--- src/rtl/init_reg_seq_pkg.sv ---
// Shared types and constants for the sensor register-init sequencer.
// Holds the state encoding, error codes and the end-of-table marker.
package init_pkg;

  typedef enum logic [2:0] {
    ST_IDLE  = 3'd0,
    ST_FETCH = 3'd1,
    ST_LOAD  = 3'd2,
    ST_ISSUE = 3'd3,
    ST_WAIT  = 3'd4,
    ST_GAP   = 3'd5,
    ST_DONE  = 3'd6,
    ST_ERR   = 3'd7
  } state_e;

  localparam logic [3:0] ERR_NONE    = 4'd0;
  localparam logic [3:0] ERR_NACK    = 4'd1;
  localparam logic [3:0] ERR_TIMEOUT = 4'd2;
  localparam logic [3:0] ERR_EMPTY   = 4'd3;

  localparam int unsigned WD_REG_ADDR_DEF = 16;
  localparam logic [WD_REG_ADDR_DEF-1:0] END_MARK = '1;

  // Counter width helper that never collapses to zero bits.
  function automatic int unsigned clog2_min1(input int unsigned v);
    return (v <= 32'd2) ? 32'd1 : $clog2(v);
  endfunction

endpackage

--- src/rtl/init_reg_seq_timer.sv ---
// Loadable down-counter with a zero flag; shared between the post-write
// gap and the write-completion timeout since the two never overlap.
module init_seq_timer #(
  parameter int unsigned WD_CNT = 17
) (
  input  logic              clk_i,
  input  logic              rst_n_i,
  input  logic              load_i,
  input  logic [WD_CNT-1:0] load_val_i,
  input  logic              dec_i,
  output logic              zero_o
);

  logic [WD_CNT-1:0] cnt_q, cnt_d;

  // Next count: load wins over decrement; saturates at zero.
  always_comb begin
    cnt_d = cnt_q;
    if (load_i) begin
      cnt_d = load_val_i;
    end else if (dec_i && (cnt_q != '0)) begin
      cnt_d = cnt_q - WD_CNT'(1);
    end else begin
      cnt_d = cnt_q;
    end
  end

  // Count register with synchronous active-low reset.
  always_ff @(posedge clk_i) begin
    if (!rst_n_i) begin
      cnt_q <= '0;
    end else begin
      cnt_q <= cnt_d;
    end
  end

  assign zero_o = (cnt_q == '0);

endmodule

--- src/rtl/init_reg_seq.sv ---
// Sensor register-init sequencer: walks a sync ROM of {addr,data} entries
// and issues each as a write to the SCCB/I2C master, with retry and timeout.
module init_reg_seq
  import init_pkg::*;
#(
  parameter int unsigned NB_REG_NUM  = 256,
  parameter int unsigned WD_REG_ADDR = 16,
  parameter int unsigned WD_REG_DATA = 8,
  parameter int unsigned NB_RETRY    = 3,
  parameter int unsigned NB_GAP_CLK  = 1000,
  parameter int unsigned NB_TIMEOUT  = 100000,
  parameter int unsigned WD_ERR_INFO = 4,
  localparam int unsigned WD_IDX     = $clog2(NB_REG_NUM)
) (
  input  logic                           i_sys_clk,
  input  logic                           i_sys_resetn,
  input  logic                           i_init_update,
  output logic [WD_IDX-1:0]              o_tab_addr,
  input  logic [WD_REG_ADDR+WD_REG_DATA-1:0] i_tab_data,
  output logic                           m_wr_valid,
  input  logic                           m_wr_ready,
  output logic [WD_REG_ADDR-1:0]         m_wr_addr,
  output logic [WD_REG_DATA-1:0]         m_wr_data,
  input  logic                           s_wr_done,
  input  logic                           s_wr_nack,
  output logic                           o_init_busy,
  output logic                           o_init_done,
  output logic [WD_ERR_INFO-1:0]         m_err_init_info1
);

  localparam int unsigned TMR_MAX = (NB_GAP_CLK > NB_TIMEOUT) ? NB_GAP_CLK : NB_TIMEOUT;
  localparam int unsigned WD_TMR  = clog2_min1(TMR_MAX + 32'd1);
  localparam int unsigned WD_RTY  = clog2_min1(NB_RETRY);
  // Timeout loads one less so the error lands exactly NB_TIMEOUT clocks after the handshake.
  localparam logic [WD_TMR-1:0] TMR_TO  = WD_TMR'(NB_TIMEOUT - 32'd1);
  localparam logic [WD_TMR-1:0] TMR_GAP = WD_TMR'(NB_GAP_CLK);
  localparam logic [WD_RTY-1:0] RTY_LAST = WD_RTY'(NB_RETRY - 32'd1);
  localparam logic [WD_IDX-1:0] IDX_LAST = WD_IDX'(NB_REG_NUM - 32'd1);

  state_e                   state_q, state_d;
  logic [WD_IDX-1:0]        idx_q, idx_d;
  logic [WD_RTY-1:0]        retry_q, retry_d;
  logic                     valid_q, valid_d;
  logic [WD_REG_ADDR-1:0]   addr_q, addr_d;
  logic [WD_REG_DATA-1:0]   data_q, data_d;
  logic                     busy_q, busy_d;
  logic                     done_q, done_d;
  logic [WD_ERR_INFO-1:0]   err_q, err_d;

  logic                     tmr_load_s, tmr_dec_s, tmr_zero_s;
  logic [WD_TMR-1:0]        tmr_val_s;
  logic [WD_REG_ADDR-1:0]   tab_addr_s;
  logic [WD_REG_DATA-1:0]   tab_data_s;

  assign tab_addr_s = i_tab_data[WD_REG_ADDR+WD_REG_DATA-1 -: WD_REG_ADDR];
  assign tab_data_s = i_tab_data[WD_REG_DATA-1:0];

  init_seq_timer #(.WD_CNT(WD_TMR)) u_timer (
    .clk_i      (i_sys_clk),
    .rst_n_i    (i_sys_resetn),
    .load_i     (tmr_load_s),
    .load_val_i (tmr_val_s),
    .dec_i      (tmr_dec_s),
    .zero_o     (tmr_zero_s)
  );

  // Sequencer next-state and registered-output next values.
  always_comb begin
    state_d    = state_q;
    idx_d      = idx_q;
    retry_d    = retry_q;
    valid_d    = valid_q;
    addr_d     = addr_q;
    data_d     = data_q;
    done_d     = done_q;
    err_d      = err_q;
    busy_d     = 1'b0;
    tmr_load_s = 1'b0;
    tmr_val_s  = '0;
    tmr_dec_s  = 1'b0;
    case (state_q)
      ST_IDLE: begin
        if (i_init_update) begin
          state_d = ST_FETCH;
          idx_d   = '0;
          done_d  = 1'b0;
          err_d   = '0;
        end else begin
          state_d = ST_IDLE;
        end
      end
      ST_FETCH: state_d = ST_LOAD;
      ST_LOAD: begin
        addr_d = tab_addr_s;
        data_d = tab_data_s;
        if (&tab_addr_s) begin
          if (idx_q == '0) begin
            state_d = ST_ERR;
            err_d   = WD_ERR_INFO'(ERR_EMPTY);
          end else begin
            state_d = ST_DONE;
            done_d  = 1'b1;
          end
        end else begin
          state_d = ST_ISSUE;
          retry_d = '0;
          valid_d = 1'b1;
        end
      end
      ST_ISSUE: begin
        if (valid_q && m_wr_ready) begin
          valid_d    = 1'b0;
          state_d    = ST_WAIT;
          tmr_load_s = 1'b1;
          tmr_val_s  = TMR_TO;
        end else begin
          valid_d = 1'b1;
        end
      end
      ST_WAIT: begin
        if (s_wr_done) begin
          if (!s_wr_nack) begin
            state_d    = ST_GAP;
            tmr_load_s = 1'b1;
            tmr_val_s  = TMR_GAP;
          end else if (retry_q < RTY_LAST) begin
            retry_d = retry_q + WD_RTY'(1);
            state_d = ST_ISSUE;
            valid_d = 1'b1;
          end else begin
            state_d = ST_ERR;
            err_d   = WD_ERR_INFO'(ERR_NACK);
          end
        end else if (tmr_zero_s) begin
          state_d = ST_ERR;
          err_d   = WD_ERR_INFO'(ERR_TIMEOUT);
        end else begin
          tmr_dec_s = 1'b1;
        end
      end
      ST_GAP: begin
        if (tmr_zero_s) begin
          idx_d = idx_q + WD_IDX'(1);
          if (idx_q == IDX_LAST) begin
            state_d = ST_DONE;
            done_d  = 1'b1;
          end else begin
            state_d = ST_FETCH;
          end
        end else begin
          tmr_dec_s = 1'b1;
        end
      end
      ST_DONE: state_d = ST_IDLE;
      ST_ERR:  state_d = ST_IDLE;
      default: state_d = ST_IDLE;
    endcase
    busy_d = !(state_d inside {ST_IDLE, ST_DONE, ST_ERR});
  end

  // State and output registers with synchronous active-low reset.
  always_ff @(posedge i_sys_clk) begin
    if (!i_sys_resetn) begin
      state_q <= ST_IDLE;
      idx_q   <= '0;
      retry_q <= '0;
      valid_q <= 1'b0;
      addr_q  <= '0;
      data_q  <= '0;
      busy_q  <= 1'b0;
      done_q  <= 1'b0;
      err_q   <= '0;
    end else begin
      state_q <= state_d;
      idx_q   <= idx_d;
      retry_q <= retry_d;
      valid_q <= valid_d;
      addr_q  <= addr_d;
      data_q  <= data_d;
      busy_q  <= busy_d;
      done_q  <= done_d;
      err_q   <= err_d;
    end
  end

  assign o_tab_addr       = idx_q;
  assign m_wr_valid       = valid_q;
  assign m_wr_addr        = addr_q;
  assign m_wr_data        = data_q;
  assign o_init_busy      = busy_q;
  assign o_init_done      = done_q;
  assign m_err_init_info1 = err_q;

endmodule

--- config.mk ---
export PLATFORM = sky130hd
export DESIGN_NAME = init_reg_seq
export DESIGN_NICKNAME = d
export VERILOG_FILES = /design/src/rtl/init_reg_seq_pkg.sv /design/src/rtl/init_reg_seq_timer.sv /design/src/rtl/init_reg_seq.sv
export SDC_FILE = /design/constraint.sdc
export NUM_CORES = 1
export LEC_CHECK = 0
export CORE_MARGIN = 3
export CORE_UTILIZATION = 50
export DETAILED_ROUTE_END_ITERATION = 10
export GPL_TIMING_DRIVEN = 1
export PLACE_DENSITY = 0.8
export REMOVE_ABC_BUFFERS = 1
export SKIP_LAST_GASP = 1
export SLEW_MARGIN = 20
export SYNTH_ARGS = -nofsm -noshare
export SYNTH_HDL_FRONTEND = slang
export SYNTH_SLANG_ARGS = --single-unit
--- constraint.sdc ---
create_clock -name i_sys_clk -period 4.1 [get_ports i_sys_clk]
set_clock_uncertainty 0.2 [all_clocks]
set_input_delay 1.025 -clock i_sys_clk [delete_from_list [all_inputs] [get_ports i_sys_clk]]
set_output_delay 1.025 -clock i_sys_clk [all_outputs]
set_load 0.05 [all_outputs]
# Yosys cells after proc, flatten, opt, wreduce, memory -nomap -nowiden
# Cells that the tools add are included.
[classes]
addsub = 3
order_cmp = 1
eq_ne = 23
muxes = 52
reduce_logical = 22
[ops]
columns = ["operator", "n"]
rows = [
  ["17-bit 2-to-1 mux", 3],
  ["17-bit case mux with 2 select lines", 1],
  ["4-bit 2-to-1 mux", 7],
  ["3-bit 2-to-1 mux", 8],
  ["3-bit case mux with 7 select lines", 1],
  ["10-bit 2-to-1 mux", 2],
  ["2-bit inequality test (second input constant)", 10],
  ["3-bit equality test (second input constant)", 6],
  ["17-bit zero test", 1],
  ["1-bit 2-to-1 mux", 17],
  ["17-bit nonzero test", 1],
  ["17-bit by 1-bit subtractor with 17-bit output (second input constant)", 1],
  ["8-bit 2-to-1 mux", 2],
  ["8-bit case mux with 2 select lines", 1],
  ["16-bit AND reduction", 1],
  ["4-bit case mux with 3 select lines", 1],
  ["3-bit nonzero test", 4],
  ["5-bit AND reduction", 2],
  ["3-bit inequality test (second input constant)", 3],
  ["8-bit by 1-bit adder with 8-bit output (second input constant)", 1],
  ["8-bit equality test (second input constant)", 1],
  ["8-bit zero test", 1],
  ["2-bit 2-to-1 mux", 4],
  ["7-bit AND reduction", 1],
  ["14 further kinds", 21],
]
[word_totals]
reg_bits = 61
input_bits = 30
output_inout_bits = 39
wordCells = 111

# Depth between registers and ports, before layout
[depth]
ltp_word = 8
depth_mapped = 9
mapped_depth_nobuf = 7

# By module
# From an unflattened synthesis, not the netlist that was laid out.
[hier_totals]
cells_unflattened = 370
area_unflattened_um2 = 3040.4
[by_module_without_submodules]
columns = ["module", "n_inst", "cells_per_inst", "area_each_um2", "seq_area_each_um2"]
rows = [
  ["init_reg_seq", 1, 241, 1989.4, 840.8],
  ["init_seq_timer", 1, 129, 1051.0, 340.3],
]

# Least setup slack after synthesis
# OpenSTA, ideal clock, no wires.
[synth_path]
path_kind = "in2reg"
startpoint = "in s_wr_done"
endpoint = "reg u_timer.cnt_q[7]"
setup_time_ns = 0.074
arrival_ns = 2.570
required_ns = 3.826
path_slack_ns = 1.256
cell_stages = 5
n_path_buf = 0
path_cell_list = "nand2b_1 -> nor3b_1 -> o211ai_1 -> or4_2 -> a31oi_1"
[synth_via]
elab_chain_len = 4
elab_cells_between_ends = 9
classes_between = "7 x mux; 2 x reduce/logical"
[synth_rtl]
columns = ["item", "line", "text"]
rows = [
  ["start, declared", "init_reg_seq.sv:24", "input logic s_wr_done,"],
  ["1-bit 2-to-1 mux", "init_reg_seq.sv:121", "if (s_wr_done) begin"],
  ["1-bit case mux with 2 select lines", "init_reg_seq.sv:81", "case (state_q)"],
  ["1-bit logical AND", "init_reg_seq_timer.sv:21", "end else if (dec_i && (cnt_q != '0)) begin"],
  ["2-bit nonzero test (no line)", "--", ""],
  ["end signal, assigned", "init_reg_seq_timer.sv:33", "cnt_q <= cnt_d;"],
  ["end, declared", "init_reg_seq_timer.sv:14", "logic [WD_CNT-1:0] cnt_q, cnt_d;"],
]
# Several ways; a longest one is shown, not always the timed one.
# A chain may end at the register's enable or synchronous reset.

# Final worst setup path
# Same ends and word-level chain as after synthesis.

==> impl_metrics.ini <==
[synth]
synth_cell_types = 62
synth_area_leaders = dfxtp_1, nand2_1, a21oi_1
synth_top_area_cell = dfxtp_1
synth-edff-count = 0
netlist_instances = 355
synth.most_common_cell = nand2_1
synthFlopType = dfxtp_1
yosysSeqAreaShare_pct = 40.53
ys_ff_latch = 59
synthDominantCellAreaShare_pct = 40.53
syn_avg_cell_area_sq_um = 8.209
synth_area_sq_mm = 0.002914
synthArstFlopShare_pct = 0
ys_warn_count = 0
synth_commonest_cells = nand2_1, dfxtp_1, a21oi_1

[sta]
final.setup.tns_ns = 0
rsz0062_at_grt = no
final_hold_viol_count = 0
tightest_slew_ns = 0.9267
finalWorstSetupSlack_ns = 1.102
slew_viol_final = 0
relSlewSlack_pct = 38.22
post-route-period-util_pct = 73.13
fmax_ghz = 0.3335
setup_viol = 0
fin_crit_ns = 2.998

[critical_path]
critical_path_required_ns = 4.16
cpPeakStageDelay_ns = 0.60
r2r_slack_ns = 1.47
crit_slowest_cell = or4_2
cp_num_buf_inv = 2
start_kind = primary input
cp_top_family = simple AND/OR/NAND/NOR gates
worstSetupPathType = in2reg
cp_data_arrival_time_ns = 3.06
critPathCaptureType = register
cp_max_fo = 8
worstReg2RegStart = u_timer.cnt_q[6]
worstReg2RegEnd = u_timer.cnt_q[15]
reg2reg_depth = 5
path_cells = clkdlybuf4s50_1 > nand2b_1 > nor3b_1 > buf_4 > o211ai_1 > or4_2 > a31oi_1

[global_routing]
busiest_layer = met2
grt_max_degree = 35
antenna_found_initial = 0
grt_overflow_total = 0
use_met1_pct = 30.58
grt_use_total_pct = 22.63
met2_usage_pct = 33.97
grt_pass1_vias = 2587
grtUsageMet3_pct = 4.989
grt_pass1_wl_um = 11870

[routing]
drtPass1Iterations = 6
routed-via-count = 2859
initialDrtViolationCount = 190
ant_nets = 0
viasPerCell = 5.799
wl_um = 7354
wire_per_inst_um = 14.92
drc = 0

[cells_and_area]
drive_gt1_share_pct = 9.501
multi_input_area_sq_mm = 0.001600
syn2layout_area_growth_pct = 30.53
final_nets = 452
final_cell_area_sq_mm = 0.003804
seq_area_sq_mm = 0.001181
antenna-diode-count = 0
fillCellCount = 472

[min_path]
holdPathEnd = m_wr_addr[7]
hold_path_depth = 2
holdCritStartpoint = m_wr_addr[7]
hp-class = reg2reg

[run]
maxCapViolations = 0

[clocking]
numCtsBuffers = 9
cts_sinks = 59
cts_root_buffer = clkbuf_8
cts_max_level = 3
clk_path_buf_depth = 2
post_cts_resized = 0
cts_tree = done
clk_pin_slew_ns = 0.07
cts_setup_buffers = 0
clk-insertion-delay-late_ns = 0.33
cts_hold_buf = 0

[power]
ir_worst_vdd_v = 0.0003020
power_density_mw_per_mm2 = 420.1
power.leakage_uw = 0.001368

[place]
globalplace.congestion = 0.9899
numPortBuffers = 66
dpl-instance-area_sq_mm = 0.003603
place_ws_ns = 0.7525
dp_hpwl_um = 5302

[floorplan]
io_pins = 69
die_area_sq_mm = 0.006780
die_w_um = 82.34
start_util_pct = 52.28
core.rowCount = 27
die_h_um = 82.34
core_area_sq_mm = 0.005574

[run_status]
outcome = completed
[routing by layer]
metal	share of wire (%)	vias to the layer above
met3	6.7	13
met5	0	-
met2	44	105
met1	48	1322
met4	1.9	0
li1	-	1419
[kinds of logic after synthesis]
| kind of cell | share of synthesized area, % |
|---|---|
| compound gates | 21.60 |
| xor+xnor | 1.803 |
| fa+ha+maj | 1.718 |
| buf+inv | 4.851 |
| flops | 40.53 |
| mux | 0.7299 |
| other cells | 0.1287 |
| simple gates | 28.64 |
[worst reg2reg max path, delay by kind of cell, from the launching register on]
kind / cells / cell delay (ns)
AND/OR/NAND/NOR: 3 / 1.65
AO/OA/AOI/OAI: 2 / 0.31
flip-flops: 1 / 0.35
[worst max path at each step]
| stage | depth (start not counted) | from | endpoint |
|---|---|---|---|
| 6_report | 7 | s_wr_done | u_timer.cnt_q[7] |
| 5_1_grt | 7 | s_wr_done | u_timer.cnt_q[7] |
| 4_1_cts | 7 | s_wr_done | u_timer.cnt_q[7] |
| 3_5_place_dp | 7 | s_wr_done | u_timer.cnt_q[7] |
| 3_3_place_gp | 7 | s_wr_done | u_timer.cnt_q[7] |
| 2_1_floorplan | 5 | state_q[1] | state_q[0] |
[state kept, by name, indices dropped and copies added (netlist names)]
| signal | flops |
|---|---|
| o_init_done | 1 |
| o_tab_addr | 8 |
| u_timer.cnt_q | 17 |
| m_err_init_info1 | 2 |
| m_wr_addr | 16 |
| state_q | 3 |
| m_wr_valid | 1 |
| m_wr_data | 8 |
| o_init_busy | 1 |
| retry_q | 2 |
[layout make-up]
type                       count  share of cell area [%]
sequential                    59                   31.05
inverter                       9                  0.8882
timing repair buffer          71                   18.36
multi-input combinational    268                   42.07
tap                           72                   2.368
clock buffer                  12                   4.342
clock inverter                 2                  0.9211
[placed cells by master (no fill, tap or decap), types with 3 or more instances in the layout]
cell type and count:
nor4_1 3, nand2b_1 7, a311oi_1 3, or4_4 3, a211oi_1 3, nand2_1 62, dfxtp_1 59, inv_1 9
nor2_1 18, a31oi_1 8, buf_4 5, nor3_1 6, clkbuf_8 12, nand3_1 9, a21oi_1 42, or3_1 10
clkdlybuf4s50_1 66, or4_1 5, or3_2 5, nor3b_1 3, o31ai_1 7, nand4_1 7, xnor2_1 4, and3_1 5
o21ai_0 15, ha_1 4
[metrics by stage]
| stage | hold slack [ns] | util [%] | instances | power [uW] |
|---|---|---|---|---|
| 4_1_cts | 0.2545 | 68.24 | 493 | 1607 |
| 2_1_floorplan | 0.2479 | - | 336 | 922.3 |
| 3_3_place_gp | 0.2416 | 64.65 | 479 | 1067 |
| 5_1_grt | 0.2772 | 68.24 | 493 | 1669 |
| 3_5_place_dp | 0.2457 | 64.65 | 479 | 1071 |
| 6_report | 0.2545 | 68.24 | 493 | 1598 |
[report_power, final]
group	switching [uW]	total, uW	internal (uW)	leakage [uW]
Combinational	261	415	153	0.000784
Clock	214	537	323	0.000104
Sequential	32.7	646	614	0.000479
Total	508	1600	1090	0.00137
Power figures use the tool's default switching activity.
